===== config.mk =====
export PLATFORM = sky130hd
export DESIGN_NAME = prco_run_ctrl
export DESIGN_NICKNAME = d
export VERILOG_FILES = /design/src/rtl/prco_run_ctrl_pkg.sv /design/src/rtl/prco_trace_fifo.sv /design/src/rtl/prco_run_ctrl.sv
export SDC_FILE = /design/constraint.sdc
export NUM_CORES = 1
export LEC_CHECK = 0
export ABC_AREA = 1
export CELL_PAD_IN_SITES_DETAIL_PLACEMENT = 1
export CELL_PAD_IN_SITES_GLOBAL_PLACEMENT = 1
export CORE_MARGIN = 10
export CORE_UTILIZATION = 47
export DETAILED_ROUTE_END_ITERATION = 8
export PLACE_DENSITY_LB_ADDON = 0.15
export RECOVER_POWER = 25
export SLEW_MARGIN = 20
export SYNTH_ARGS = -nofsm -noshare
export SYNTH_HDL_FRONTEND = slang
export SYNTH_SLANG_ARGS = --single-unit

===== constraint.sdc =====
create_clock -name i_clk -period 2.94 [get_ports i_clk]
set_input_delay 0.588 -clock i_clk [delete_from_list [all_inputs] [get_ports i_clk]]
set_output_delay 0.588 -clock i_clk [all_outputs]
set_load 0.01 [all_outputs]

===== src/rtl/prco_run_ctrl_pkg.sv =====
// Shared types for the prco run controller: FSM state encoding and core control bundle.
// No logic; types and a helper that maps a state to the core control levels.
// Consumers: prco_run_ctrl and any monitor that decodes q_state.
package prco_run_ctrl_pkg;

   typedef enum logic [1:0] {
      ST_IDLE  = 2'd0,
      ST_RESET = 2'd1,
      ST_STALL = 2'd2,
      ST_RUN   = 2'd3
   } state_t;

   // Levels broadcast to every core
   typedef struct packed {
      logic en;
      logic reset;
      logic stalled;
   } core_ctl_t;

   localparam core_ctl_t CTL_IDLE = '{en: 1'b0, reset: 1'b1, stalled: 1'b1};

   // Core control levels for a given state; RUN stall follows the request
   function automatic core_ctl_t ctl_for(input state_t st, input logic stall_req);
      core_ctl_t c;
      c = CTL_IDLE;
      case (st)
         ST_IDLE:  c = CTL_IDLE;
         ST_RESET: c = '{en: 1'b1, reset: 1'b1, stalled: 1'b1};
         ST_STALL: c = '{en: 1'b1, reset: 1'b0, stalled: 1'b1};
         ST_RUN:   c = '{en: 1'b1, reset: 1'b0, stalled: stall_req};
         default:  c = CTL_IDLE;
      endcase
      return c;
   endfunction

endpackage


===== src/rtl/prco_trace_fifo.sv =====
// Show-ahead trace FIFO with register-array storage and wrap-bit pointers.
// Latency: a write is visible at the head the cycle after the writing edge.
// Backpressure: write accepted when not full or when a pop happens on the same edge.
module prco_trace_fifo #(
   parameter int WIDTH = 8,
   parameter int DEPTH = 16
) (
   input  logic                     i_clk,
   input  logic                     i_reset_n,
   input  logic                     i_clr,
   input  logic                     i_wr,
   input  logic [WIDTH-1:0]         i_wdata,
   input  logic                     i_rd,
   output logic                     q_valid,
   output logic [WIDTH-1:0]         q_data,
   output logic [$clog2(DEPTH):0]   q_count,
   output logic                     q_full
);

   localparam int AW = $clog2(DEPTH);
   localparam logic [AW:0] PTR_ONE = (AW+1)'(1);

   logic [AW:0]      wr_ptr;
   logic [AW:0]      rd_ptr;
   logic [WIDTH-1:0] mem [DEPTH];
   logic             empty;
   logic             full;
   logic             do_rd;
   logic             do_wr;

   // Occupancy flags and accepted operations; a pop on an empty FIFO is ignored
   always_comb begin
      empty = (wr_ptr == rd_ptr);
      full  = (wr_ptr[AW] != rd_ptr[AW]) && (wr_ptr[AW-1:0] == rd_ptr[AW-1:0]);
      do_rd = i_rd && !empty;
      do_wr = i_wr && (!full || do_rd);
   end

   // Pointer update; clear empties the FIFO without touching storage
   always_ff @(posedge i_clk or negedge i_reset_n) begin
      if (!i_reset_n) begin
         wr_ptr <= '0;
         rd_ptr <= '0;
      end else if (i_clr) begin
         wr_ptr <= '0;
         rd_ptr <= '0;
      end else begin
         if (do_wr) wr_ptr <= wr_ptr + PTR_ONE;
         if (do_rd) rd_ptr <= rd_ptr + PTR_ONE;
      end
   end

   // Storage write; contents need no reset because the pointers gate visibility
   always_ff @(posedge i_clk) begin
      if (do_wr && !i_clr) mem[wr_ptr[AW-1:0]] <= i_wdata;
   end

   // Head presentation, forced to zero while empty so stale entries never leak
   always_comb begin
      q_valid = !empty;
      q_data  = empty ? '0 : mem[rd_ptr[AW-1:0]];
      q_count = wr_ptr - rd_ptr;
      q_full  = full;
   end

endmodule


===== src/rtl/prco_run_ctrl.sv =====
// Run controller: sequences core enable/reset/stall bring-up, then traces the selected core's debug bus.
// Latency: state/control outputs change the cycle after the deciding edge; captures visible one cycle later.
// Backpressure: none on cores; captures arriving while the trace FIFO is full are dropped and flagged.
module prco_run_ctrl
   import prco_run_ctrl_pkg::*;
#(
   parameter int NUM_CORES    = 1,
   parameter int DEBUG_W      = 8,
   parameter int RESET_CYCLES = 1,
   parameter int STALL_CYCLES = 2,
   parameter int TRACE_DEPTH  = 16,
   localparam int SEL_W       = (NUM_CORES > 1) ? $clog2(NUM_CORES) : 1,
   localparam int CNT_W       = $clog2(TRACE_DEPTH) + 1
) (
   input  logic                         i_clk,
   input  logic                         i_reset_n,
   input  logic                         i_start,
   input  logic                         i_halt,
   input  logic                         i_stall_req,
   input  logic [SEL_W-1:0]             i_trace_sel,
   input  logic [NUM_CORES*DEBUG_W-1:0] i_debug,
   input  logic [NUM_CORES-1:0]         i_debug_instr_clk,
   input  logic                         i_trace_rd,
   output logic                         q_core_en,
   output logic                         q_core_reset,
   output logic                         q_core_stalled,
   output logic [1:0]                   q_state,
   output logic                         q_trace_valid,
   output logic [DEBUG_W-1:0]           q_trace_data,
   output logic [CNT_W-1:0]             q_trace_count,
   output logic                         q_trace_overflow
);

   localparam int MAX_CYC = (RESET_CYCLES > STALL_CYCLES) ? RESET_CYCLES : STALL_CYCLES;
   localparam int PH_W    = $clog2(MAX_CYC) + 1;
   localparam logic [PH_W-1:0] RESET_LOAD = PH_W'(RESET_CYCLES - 1);
   localparam logic [PH_W-1:0] STALL_LOAD = PH_W'((STALL_CYCLES > 0) ? STALL_CYCLES - 1 : 0);
   localparam logic [PH_W-1:0] PH_ONE     = PH_W'(1);

   state_t             state;
   state_t             state_nxt;
   logic [PH_W-1:0]    phase;
   logic [PH_W-1:0]    phase_nxt;
   core_ctl_t          ctl;
   core_ctl_t          ctl_nxt;
   logic               trace_clk_now;
   logic               trace_clk_prev;
   logic [DEBUG_W-1:0] trace_slice;
   logic               capture;
   logic               fifo_clr;
   logic               fifo_full;
   logic               overflow;

   // State register, phase counter and registered core controls
   always_ff @(posedge i_clk or negedge i_reset_n) begin
      if (!i_reset_n) begin
         state <= ST_IDLE;
         phase <= '0;
         ctl   <= CTL_IDLE;
      end else begin
         state <= state_nxt;
         phase <= phase_nxt;
         ctl   <= ctl_nxt;
      end
   end

   // Next state: halt beats both start and timer expiry; phase reloads on every entry
   always_comb begin
      state_nxt = state;
      phase_nxt = phase;
      case (state)
         ST_IDLE: begin
            if (i_start && !i_halt) begin
               state_nxt = ST_RESET;
               phase_nxt = RESET_LOAD;
            end
         end
         ST_RESET: begin
            if (i_halt) begin
               state_nxt = ST_IDLE;
               phase_nxt = '0;
            end else if (phase == '0) begin
               if (STALL_CYCLES == 0) begin
                  state_nxt = ST_RUN;
                  phase_nxt = '0;
               end else begin
                  state_nxt = ST_STALL;
                  phase_nxt = STALL_LOAD;
               end
            end else begin
               phase_nxt = phase - PH_ONE;
            end
         end
         ST_STALL: begin
            if (i_halt) begin
               state_nxt = ST_IDLE;
               phase_nxt = '0;
            end else if (phase == '0) begin
               state_nxt = ST_RUN;
               phase_nxt = '0;
            end else begin
               phase_nxt = phase - PH_ONE;
            end
         end
         ST_RUN: begin
            if (i_halt) begin
               state_nxt = ST_IDLE;
               phase_nxt = '0;
            end
         end
         default: begin
            state_nxt = ST_IDLE;
            phase_nxt = '0;
         end
      endcase
   end

   // Outputs: control levels for the state being entered, so they line up with q_state
   always_comb begin
      ctl_nxt  = ctl_for(state_nxt, i_stall_req);
      fifo_clr = (state == ST_IDLE) && i_start && !i_halt;
   end

   // Select the traced core's instr clock and debug slice
   always_comb begin
      trace_clk_now = 1'b0;
      trace_slice   = '0;
      for (int k = 0; k < NUM_CORES; k++) begin
         if (i_trace_sel == SEL_W'(k)) begin
            trace_clk_now = i_debug_instr_clk[k];
            trace_slice   = i_debug[k*DEBUG_W +: DEBUG_W];
         end
      end
      capture = (state == ST_RUN) && !trace_clk_prev && trace_clk_now;
   end

   // Previous instr clock level of the selected core, tracked in every state
   always_ff @(posedge i_clk or negedge i_reset_n) begin
      if (!i_reset_n) trace_clk_prev <= 1'b0;
      else            trace_clk_prev <= trace_clk_now;
   end

   // Sticky overflow: set when a capture is lost, cleared only by a fresh start
   always_ff @(posedge i_clk or negedge i_reset_n) begin
      if (!i_reset_n)                            overflow <= 1'b0;
      else if (fifo_clr)                         overflow <= 1'b0;
      else if (capture && fifo_full && !i_trace_rd) overflow <= 1'b1;
   end

   prco_trace_fifo #(
      .WIDTH (DEBUG_W),
      .DEPTH (TRACE_DEPTH)
   ) u_trace_fifo (
      .i_clk     (i_clk),
      .i_reset_n (i_reset_n),
      .i_clr     (fifo_clr),
      .i_wr      (capture),
      .i_wdata   (trace_slice),
      .i_rd      (i_trace_rd),
      .q_valid   (q_trace_valid),
      .q_data    (q_trace_data),
      .q_count   (q_trace_count),
      .q_full    (fifo_full)
   );

   assign q_core_en        = ctl.en;
   assign q_core_reset     = ctl.reset;
   assign q_core_stalled   = ctl.stalled;
   assign q_state          = state;
   assign q_trace_overflow = overflow;

endmodule


==> key figures, run 1 <==
Synthesis
  – Xor and xnor area share after synthesis: 1.14%
  – Post-synthesis sequential area ratio: 62.3%
  – Post-Synth Adder-Cell Area: 2.81%
  – Mux share of post-synthesis cell area: 0%
  – Syn Nets: 763
  – Synth unique cells: 32
  – Cells after Synth: 732
  – Most instantiated library cell after synthesis: nand2_1
  – Syn Area/Cell: 9.48 µm²
  – Synth Register Bits: 147
  – Ys flop type: edfxtp_1
  – Synth Area in Simple Gates: 22.5%
  – Top post-synthesis cells by area: edfxtp_1 55%, nand2_1 13%, inv_1 6.6%
  – Yosys warning count: 0
  – Largest family of logic cells by synthesized area: simple AND/OR/NAND/NOR gates
  – Commonest cells in the netlist: 247 x nand2_1, 128 x edfxtp_1, 122 x inv_1, 78 x nand3_1, 34 x nor2_1
  – Largest area contributor in the netlist: edfxtp_1
  – Async SR Flop Fraction: 12.9%
  – Top-area cell type share of the netlist area: 55.4%
  – Synth Area in Compound Gates: 2.13%
  – Synthesized cell area: 6940 µm²
  – EDFF count, synth: 128

Drt
  – DR iter-0 viols: 328
  – Vias: 5175
  – WL final: 19800 µm
  – Post-DR wirelength/cell: 19.8 µm
  – Detail Route Antenna Nets: 0
  – DRT Pass-1 Iters: 5
  – DRC violations left: 0
  – Vias per Instance: 5.19

Clock tree
  – CTS tree: done
  – Root buf cell: clkbuf_16
  – Clk_lat worst skew: 0.42 ns
  – Clock transition at path regs: 0.06 ns
  – Post-cts hold buffer count: 0
  – H-tree levels: 4
  – Clock Sink Count: 147
  – CTS buffer count: 17
  – Bufs on Longest Clock Path: 2

Worst setup path
  – Startpoint Class: flop
  – Arrival @ worst endpoint: 2.25 ns
  – Setup CP Type: reg2out
  – Crit path from: u_trace_fifo.rd_ptr[0]
  – RR Startpoint: u_trace_fifo.rd_ptr[0]
  – CP max FO: 8
  – Setup crit end kind: output pin
  – Worst EP required: 2.35 ns

Global route
  – Largest net degree at the start of global routing: 61
  – Total track usage: 20.3%
  – Initial antenna violation count: 0
  – Vias in the first global route: 5698
  – First-pass GRT wire length: 31100 µm
  – Grt total ovfl: 0

STA
  – Fmax: 353 MHz
  – Unrepaired setup endpoints after global routing: no
  – Hold Vio Cnt, Final: 0
  – Max-slew violation count: 0
  – WHS: 0.538 ns
  – Setup_tns: 0 ns
  – Final setup violation count: 0
  – Clock skew: 0.0111 ns
  – Rel. slew slack: 24.8%
  – Post-layout minimum cycle time: 2.84 ns
  – Tcrit/Tclk final: 96.5%
  – Worst Tran Pin Value: 1.13 ns

Floorplan
  – Die height: 141 µm
  – IO Pins: 36
  – Rows: 44
  – Die W: 141 µm
  – Starting density of the core: 47.9%
  – Core outline area: 14500 µm²
  – DIE AREA: 20000 µm²

Power
  – Static Leak: 3.73 nW
  – Power Dens Cells: 907 nW/µm²
  – Worst ir drop on vdd: 0.426 mV

Placement
  – Number of buffers added on ports: 35
  – DP HPWL: 12600 µm
  – Placed cells: 958
  – GP Congestion: 0.872

Finish
  – Final Non-Filler Cells: 997
  – Area growth from synthesis to layout: 19.2%
  – # diodes: 0
  – Multi-input logic area: 2000 µm²
  – Share of cells above drive strength 1: 9.96%
  – Nets: 831
  – Sequential cell area: 4320 µm²
  – Number of fill cells: 1627

Run
  – Max-Cap Viols: 0

Outcome
  – Status: complete, no violations

Hold path
  – Worst hold path type: reg2reg
  – Hold_sp: phase[1]
cells by family after synthesis:
logic type | after synthesis
AOI/OAI and AO/OA | 29
buffers and inverters | 155
adders and majority gates | 15
DFF | 147
and+or+nand+nor | 377
xor gates and xnor gates | 9
state kept, by name (all words and copies together) (netlist names):
name and cells:
phase 2, trace_clk_prev 1, u_trace_fifo.wr_ptr 5, q_core_reset 1, q_trace_overflow 1, u_trace_fifo.rd_ptr 5
q_core_en 1, q_core_stalled 1, u_trace_fifo.mem 128, q_state 2
per-stage QoR:
stage	worst slack, ns	cell area (µm²)	utilization (%)	total power [mW]
2_1_floorplan	0.253	6940	-	4.20
4_1_cts	0.0517	8260	57.1	7.53
3_3_place_gp	0.274	7650	52.9	5.39
5_1_grt	0.00420	8270	57.1	7.97
6_report	0.104	8270	57.1	7.51
3_5_place_dp	0.209	7650	52.9	5.49
worst max-delay path: stages, from the launching register on:
cell and delay [ns]:
dfrtp_2 0.45, buf_4 0.15, ha_1 0.28, nand2_1 0.06
nor2_2 0.14, inv_1 0.06, nor2_1 0.11, buf_4 0.20
a21oi_1 0.07, dlygate4sd2_1 0.29
layout make-up:
type                            count  area share (%)
Sequential cell                   147            52.3
Multi-Input combinational cell    430            24.2
Timing Repair Buffer               75            8.33
Inverter                          129            5.87
Clock buffer                       17            5.14
Tap cell                          184            2.78
Clock inverter                     15            1.38
repair_timing:
action	CTS	global route
endpoints found under the setup margin	10	6
setup buffers	4	2
resized for setup	16	10
cloned	1	0
layout by cell type (no fill, tap or decap), types with 7 or more instances in the layout:
cell type	count
a21oi_1	12
buf_4	27
clkbuf_1	7
clkbuf_16	17
clkdlybuf4s50_1	21
clkinv_1	7
dfrtp_1	15
dlygate4sd2_1	7
edfxtp_1	128
ha_1	13
inv_1	122
nand2_1	247
nand3_1	78
nor2_1	33
nor3_1	7
o21ai_0	8
xor2_1	7
path summary, 6_finish.rpt:
path	end	slack, ns	cells past startpoint
setup / recovery	q_trace_data[3]	0.10	9
hold / removal	phase[1]	0.54	2
setup reg to reg	u_trace_fifo.mem[15][7]	0.53	9
hold reg to reg	phase[1]	0.54	2
max in group asynchronous	u_trace_fifo.rd_ptr[0]	1.27	2
min in group asynchronous	u_trace_fifo.wr_ptr[2]	0.91	2
power breakdown:
part,switching (mW),total (mW),internal [mW]
registers,0.0812,2.44,2.36
logic,1.90,3.07,1.17
clock network,0.846,2.00,1.15
total,2.83,7.51,4.68
per-layer routing:
| metal | routed length [µm] | vias up | track usage, % |
|---|---|---|---|
| li1 | - | 2469 | - |
| met1 | 8270 | 2571 | 23.8 |
| met2 | 10400 | 109 | 36.3 |
| met3 | 729 | 26 | 3.37 |
| met4 | 400 | 0 | 7.75 |
| met5 | 0 | - | 0 |
(Power assumes the default switching activity.)
==> run 2, diff against run 1 <==
--- a/config.mk
+++ b/config.mk
@@ -13,6 +13,7 @@
 export DETAILED_ROUTE_END_ITERATION = 8
 export PLACE_DENSITY_LB_ADDON = 0.15
 export RECOVER_POWER = 25
+export REMOVE_ABC_BUFFERS = 1
 export SLEW_MARGIN = 20
 export SYNTH_ARGS = -nofsm -noshare
 export SYNTH_HDL_FRONTEND = slang
==> run 2 against run 1 <==
  * Wire length is 5.1% higher
  * Die area unchanged
  * Cell count grew 0.30%
  * Clock power increased by 14%
  * Register-to-register slack lost 0.27 ns
  * Critical path depth is 2 lower
  * Sequential share of layout area is 0.76 points lower
  * Critical path type unchanged
  * Sequential power hardly changed
  * First-iteration DRC count is 23% lower
  * Count of clock-buffer cells in the layout rose by 1
==> key figures, run 2 (synthesis gave the netlist of run 1 again) <==
STA
  – Post-layout minimum cycle time: 2.87 ns
  – Rel. slew slack: 25.3%
  – Final setup violation count: 0
  – Unrepaired setup endpoints after global routing: no
  – Clock skew: 0.00933 ns
  – Worst Tran Pin Value: 1.12 ns
  – Tcrit/Tclk final: 97.8%
  – Setup_tns: 0 ns
  – Fmax: 348 MHz
  – Max-slew violation count: 0
  – Hold Vio Cnt, Final: 0

Worst setup path
  – Critical Path End: q_trace_valid
  – Setup crit end kind: output pin
  – RR Startpoint: u_trace_fifo.rd_ptr[0]
  – CP max FO: 4
  – Startpoint Class: flop
  – Crit path from: u_trace_fifo.rd_ptr[0]
  – Cell Chain, Critical Path: buf_4, ha_1, nand2_1, nor2_2, buf_4, nand2_1, clkdlybuf4s50_1
  – Flop-to-flop setup slack: 0.26 ns
  – Crit path largest cell delay: 0.51 ns
  – R2r endpoint: u_trace_fifo.mem[10][4]
  – Worst R2R Path Depth: 10
  – CP max stage cell: clkdlybuf4s50_1
  – Arrival @ worst endpoint: 2.29 ns
  – Setup CP Type: reg2out
  – Worst EP required: 2.35 ns

Drt
  – WL final: 20800 µm
  – Vias per Instance: 5.23
  – DR iter-0 viols: 252
  – Detail Route Antenna Nets: 0
  – Vias: 5226
  – Post-DR wirelength/cell: 20.8 µm
  – DRC violations left: 0
  – DRT Pass-1 Iters: 4

Clock tree
  – Root buf cell: clkbuf_16
  – Clock Sink Count: 147
  – H-tree levels: 4
  – Post-cts hold buffer count: 0
  – CTS tree: done
  – Bufs on Longest Clock Path: 2
  – Clock transition at path regs: 0.06 ns
  – CTS buffer count: 17
  – Clk_lat worst skew: 0.43 ns

Finish
  – # diodes: 0
  – Share of cells above drive strength 1: 11.4%
  – Sequential cell area: 4320 µm²
  – Nets: 834
  – Commonest non-fill, non-tap cells in the layout: 247 x nand2_1, 128 x edfxtp_1, 122 x inv_1
  – Fin util: 58.0%
  – Number of fill cells: 1641
  – Commonest non-fill, non-tap cell in the layout: nand2_1
  – Area growth from synthesis to layout: 21.0%
  – Max FFs per register: 128
  – Final instance area: 8390 µm²
  – Multi-input logic area: 2020 µm²

Global route
  – Largest net degree at the start of global routing: 57
  – Grt total ovfl: 0
  – First-pass GRT wire length: 31600 µm
  – Initial antenna violation count: 0
  – Vias in the first global route: 5722
  – GR Util met2: 36.0%
  – Busiest grt layer: met2
  – M1 GR Usage: 24.4%
  – Total track usage: 20.8%
  – Met3 Use GR: 4.77%

Floorplan
  – Rows: 44
  – Starting density of the core: 47.9%
  – Die height: 141 µm
  – IO Pins: 36
  – Die W: 141 µm
  – Core outline area: 14500 µm²
  – DIE AREA: 20000 µm²

Run
  – Max-Cap Viols: 0

Placement
  – GP Congestion: 0.882
  – Post-DP Area: 7680 µm²
  – Number of buffers added on ports: 35
  – DP HPWL: 13200 µm

Power
  – Worst ir drop on vdd: 0.557 mV
  – Power Dens Cells: 953 nW/µm²
  – Pwr Total: 8.00 mW
  – Static Leak: 3.80 nW

Outcome
  – Status: complete, no violations

Hold path
  – Worst hold path type: reg2reg
==> run 2: cell count changes in the layout (fill, tap and decap cells not counted), sizes merged, moves of 2 or more <==
| cell | previous run | this run |
|---|---|---|
| bufinv | 1 | 3 |
| clkinv | 13 | 8 |
| buf | 32 | 35 |
| clkinvlp | 1 | 3 |
==> run 2: cell type report <==
cell class              count  share of cell area (%)
inverters                 129                    5.86
flip-flops and latches    147                    51.5
repair buffers             78                    8.47
clock inverters            14                    2.12
well taps                 184                    2.74
multi-input cells         430                    24.1
clock buffers              18                    5.23
==> run 2: through the flow <==
step	hold slack (ns)	instances	worst slack, ns
floorplan	0.292	706	-0.726
global placement	0.507	960	0.256
detailed placement	0.518	960	0.176
CTS	0.508	995	-0.119
global route	0.575	1000	0.00103
finish	0.530	1000	0.0653
==> run 2: what timing repair did <==
item / CTS / global route
gates resized for setup: 20 / 9
gates cloned: 0 / 1
setup endpoints to repair: 12 / 3
hold endpoints to repair: 0 / 0
pin swaps: 0 / 2
buffers inserted: 3 / 4
==> run 2: metal layers <==
layer  up-vias  part of all wire (%)
met5         -                     0
met4         0                   2.1
met3        28                   5.8
met2       128                    52
met1      2596                    41
li1       2474                     -
==> run 2: worst min-delay path by stage <==
| stage | from | to | cells past startpoint |
|---|---|---|---|
| 2_1_floorplan | i_reset_n | phase[0] | 0 |
| 3_3_place_gp | phase[1] | phase[1] | 2 |
| 3_5_place_dp | q_trace_overflow | q_trace_overflow | 2 |
| 4_1_cts | i_reset_n | phase[0] | 1 |
| 5_1_grt | phase[1] | phase[1] | 2 |
| 6_report | phase[1] | phase[1] | 2 |
==> run 2: critical path, delay by kind of cell (launching register included) <==
kind | cells | cell delay [ns]
fa+ha+maj | 1 | 0.31
buf+inv | 3 | 0.80
flops | 1 | 0.45
simple gates | 3 | 0.30
==> run 2: where the power goes <==
part / internal, mW / total, mW / switching, mW
sequential: 2.36 / 2.43 / 0.0718
clock: 1.37 / 2.28 / 0.915
combinational: 1.27 / 3.29 / 2.01
==> run 3, diff against run 2 <==
--- a/config.mk
+++ b/config.mk
@@ -6,6 +6,7 @@
 export NUM_CORES = 1
 export LEC_CHECK = 0
 export ABC_AREA = 1
+export CAP_MARGIN = 25
 export CELL_PAD_IN_SITES_DETAIL_PLACEMENT = 1
 export CELL_PAD_IN_SITES_GLOBAL_PLACEMENT = 1
 export CORE_MARGIN = 10
==> run 3 against run 2 <==
  * Die area unchanged
  * Worst hold slack improved by 0.00070 ns
  * Count of clock-buffer cells in the layout unchanged
  * Fmax about the same
  * Wire length decreased by 2.3%
  * Power decreased by 2.5%
  * Sequential power about the same
  * Critical path depth increased by 2
  * Largest cell class unchanged
  * Clock skew decreased by 0.0015 ns
  * Combinational power about the same
==> key figures, run 3 (synthesis gave the netlist of run 1 again) <==
Finish
  – Commonest non-fill, non-tap cell in the layout: nand2_1
  – Sequential cell area: 4320 µm²
  – Area growth from synthesis to layout: 20.1%
  – # diodes: 0
  – Max FFs per register: 128
  – Share of cells above drive strength 1: 11.0%
  – Commonest non-fill, non-tap cells in the layout: 247 x nand2_1, 128 x edfxtp_1, 121 x inv_1
  – Nets: 833
  – Multi-input logic area: 2010 µm²
  – Number of fill cells: 1626

Clock tree
  – CTS buffer count: 17
  – CTS tree: done
  – Root buf cell: clkbuf_16
  – Clk_lat worst skew: 0.43 ns
  – Post-cts hold buffer count: 0
  – Bufs on Longest Clock Path: 2
  – Clock transition at path regs: 0.06 ns
  – Clock Sink Count: 147
  – H-tree levels: 4

Global route
  – Vias in the first global route: 5850
  – Grt total ovfl: 0
  – Largest net degree at the start of global routing: 57
  – First-pass GRT wire length: 31200 µm
  – Total track usage: 20.5%
  – Initial antenna violation count: 0

Drt
  – WL final: 20300 µm
  – DR iter-0 viols: 344
  – DRT Pass-1 Iters: 5
  – Detail Route Antenna Nets: 0
  – DRC violations left: 0
  – Post-DR wirelength/cell: 20.3 µm
  – Vias: 5357
  – Vias per Instance: 5.36

STA
  – Rel. slew slack: 32.8%
  – Unrepaired setup endpoints after global routing: yes
  – Worst Tran Pin Value: 1.01 ns
  – Post-layout minimum cycle time: 2.87 ns
  – Final setup violation count: 0
  – Fmax: 348 MHz
  – WHS: 0.530 ns
  – Hold Vio Cnt, Final: 0
  – Clock skew: 0.00786 ns
  – Tcrit/Tclk final: 97.7%
  – Max-slew violation count: 0
  – Fin worst setup slack: 0.0664 ns

Floorplan
  – Starting density of the core: 47.9%
  – DIE AREA: 20000 µm²
  – Die W: 141 µm
  – Die height: 141 µm
  – IO Pins: 36
  – Core outline area: 14500 µm²
  – Rows: 44

Worst setup path
  – Setup CP Type: reg2out
  – CP max FO: 7
  – Worst EP required: 2.35 ns
  – Arrival @ worst endpoint: 2.29 ns
  – Setup crit end kind: output pin
  – Startpoint Class: flop
  – Flop-to-flop setup slack: 0.37 ns

Power
  – Worst ir drop on vdd: 0.588 mV
  – Static Leak: 3.76 nW
  – Power Dens Cells: 936 nW/µm²

Placement
  – DP HPWL: 13200 µm
  – GP Congestion: 0.882
  – Pre-CTS WS: 0.202 ns
  – Number of buffers added on ports: 35

Run
  – Max-Cap Viols: 0

Hold path
  – Worst hold path type: reg2reg

Outcome
  – Status: complete, no violations
## run 3: worst paths after layout
path | startpoint | endpoint | cells past startpoint
max | u_trace_fifo.rd_ptr[0] | q_trace_data[1] | 9
min | phase[1] | phase[1] | 2
max reg2reg | u_trace_fifo.rd_ptr[1] | u_trace_fifo.mem[12][3] | 10
min reg2reg | phase[1] | phase[1] | 2
max in group asynchronous | i_reset_n | q_core_reset | 2
min in group asynchronous | i_reset_n | phase[0] | 1
## run 3: layer usage
layer | routed length [µm] | GRT usage, % | up-vias
met4 | 563 | 8.77 | 0
met5 | 0 | 0 | -
li1 | - | - | 2470
met3 | 1030 | 5.84 | 40
met1 | 8140 | 23.1 | 2719
met2 | 10600 | 35.4 | 128
## run 3: report_power, final
group          total [mW]  switching [mW]  internal [mW]
clock network        2.10           0.911           1.19
logic                3.26            1.99           1.27
registers            2.44          0.0815           2.36
total                7.80            2.99           4.82
## run 3: worst max-delay path: stages, from the launching register on
cell and delay (ns):
dfrtp_2 0.48, ha_2 0.36, nand2_1 0.08, nor2_2 0.11, inv_1 0.07, nor2_2 0.13
buf_6 0.17, buf_4 0.12, a21oi_1 0.03, dlygate4sd2_1 0.29
## run 3: timing repair
item                                    4_1_cts  5_1_grt
endpoints found under the setup margin       11        6
gates resized for setup                      17        8
gates cloned                                  0        1
setup buffers                                 3        2
pin swaps                                     0        1
## run 3: through the flow
stage / utilization (%) / setup TNS [ns] / std cells / cell area, µm² / total power [mW]
6_report: 57.6 / 0 / 999 / 8340 / 7.80
3_3_place_gp: 53.1 / 0 / 960 / 7680 / 5.51
3_5_place_dp: 53.1 / 0 / 961 / 7690 / 5.63
4_1_cts: 57.4 / -0.0824 / 996 / 8300 / 7.73
5_1_grt: 57.6 / -0.0125 / 999 / 8340 / 8.26
2_1_floorplan: - / -64.44 / 706 / 6790 / 4.05
## run 3: final cells by class
class	count	area share, %
flip-flops and latches	147	51.9
multi-input cells	430	24.1
repair buffers	77	8.54
inverters	129	5.91
clock buffers	18	5.27
well taps	184	2.76
clock inverters	14	1.53
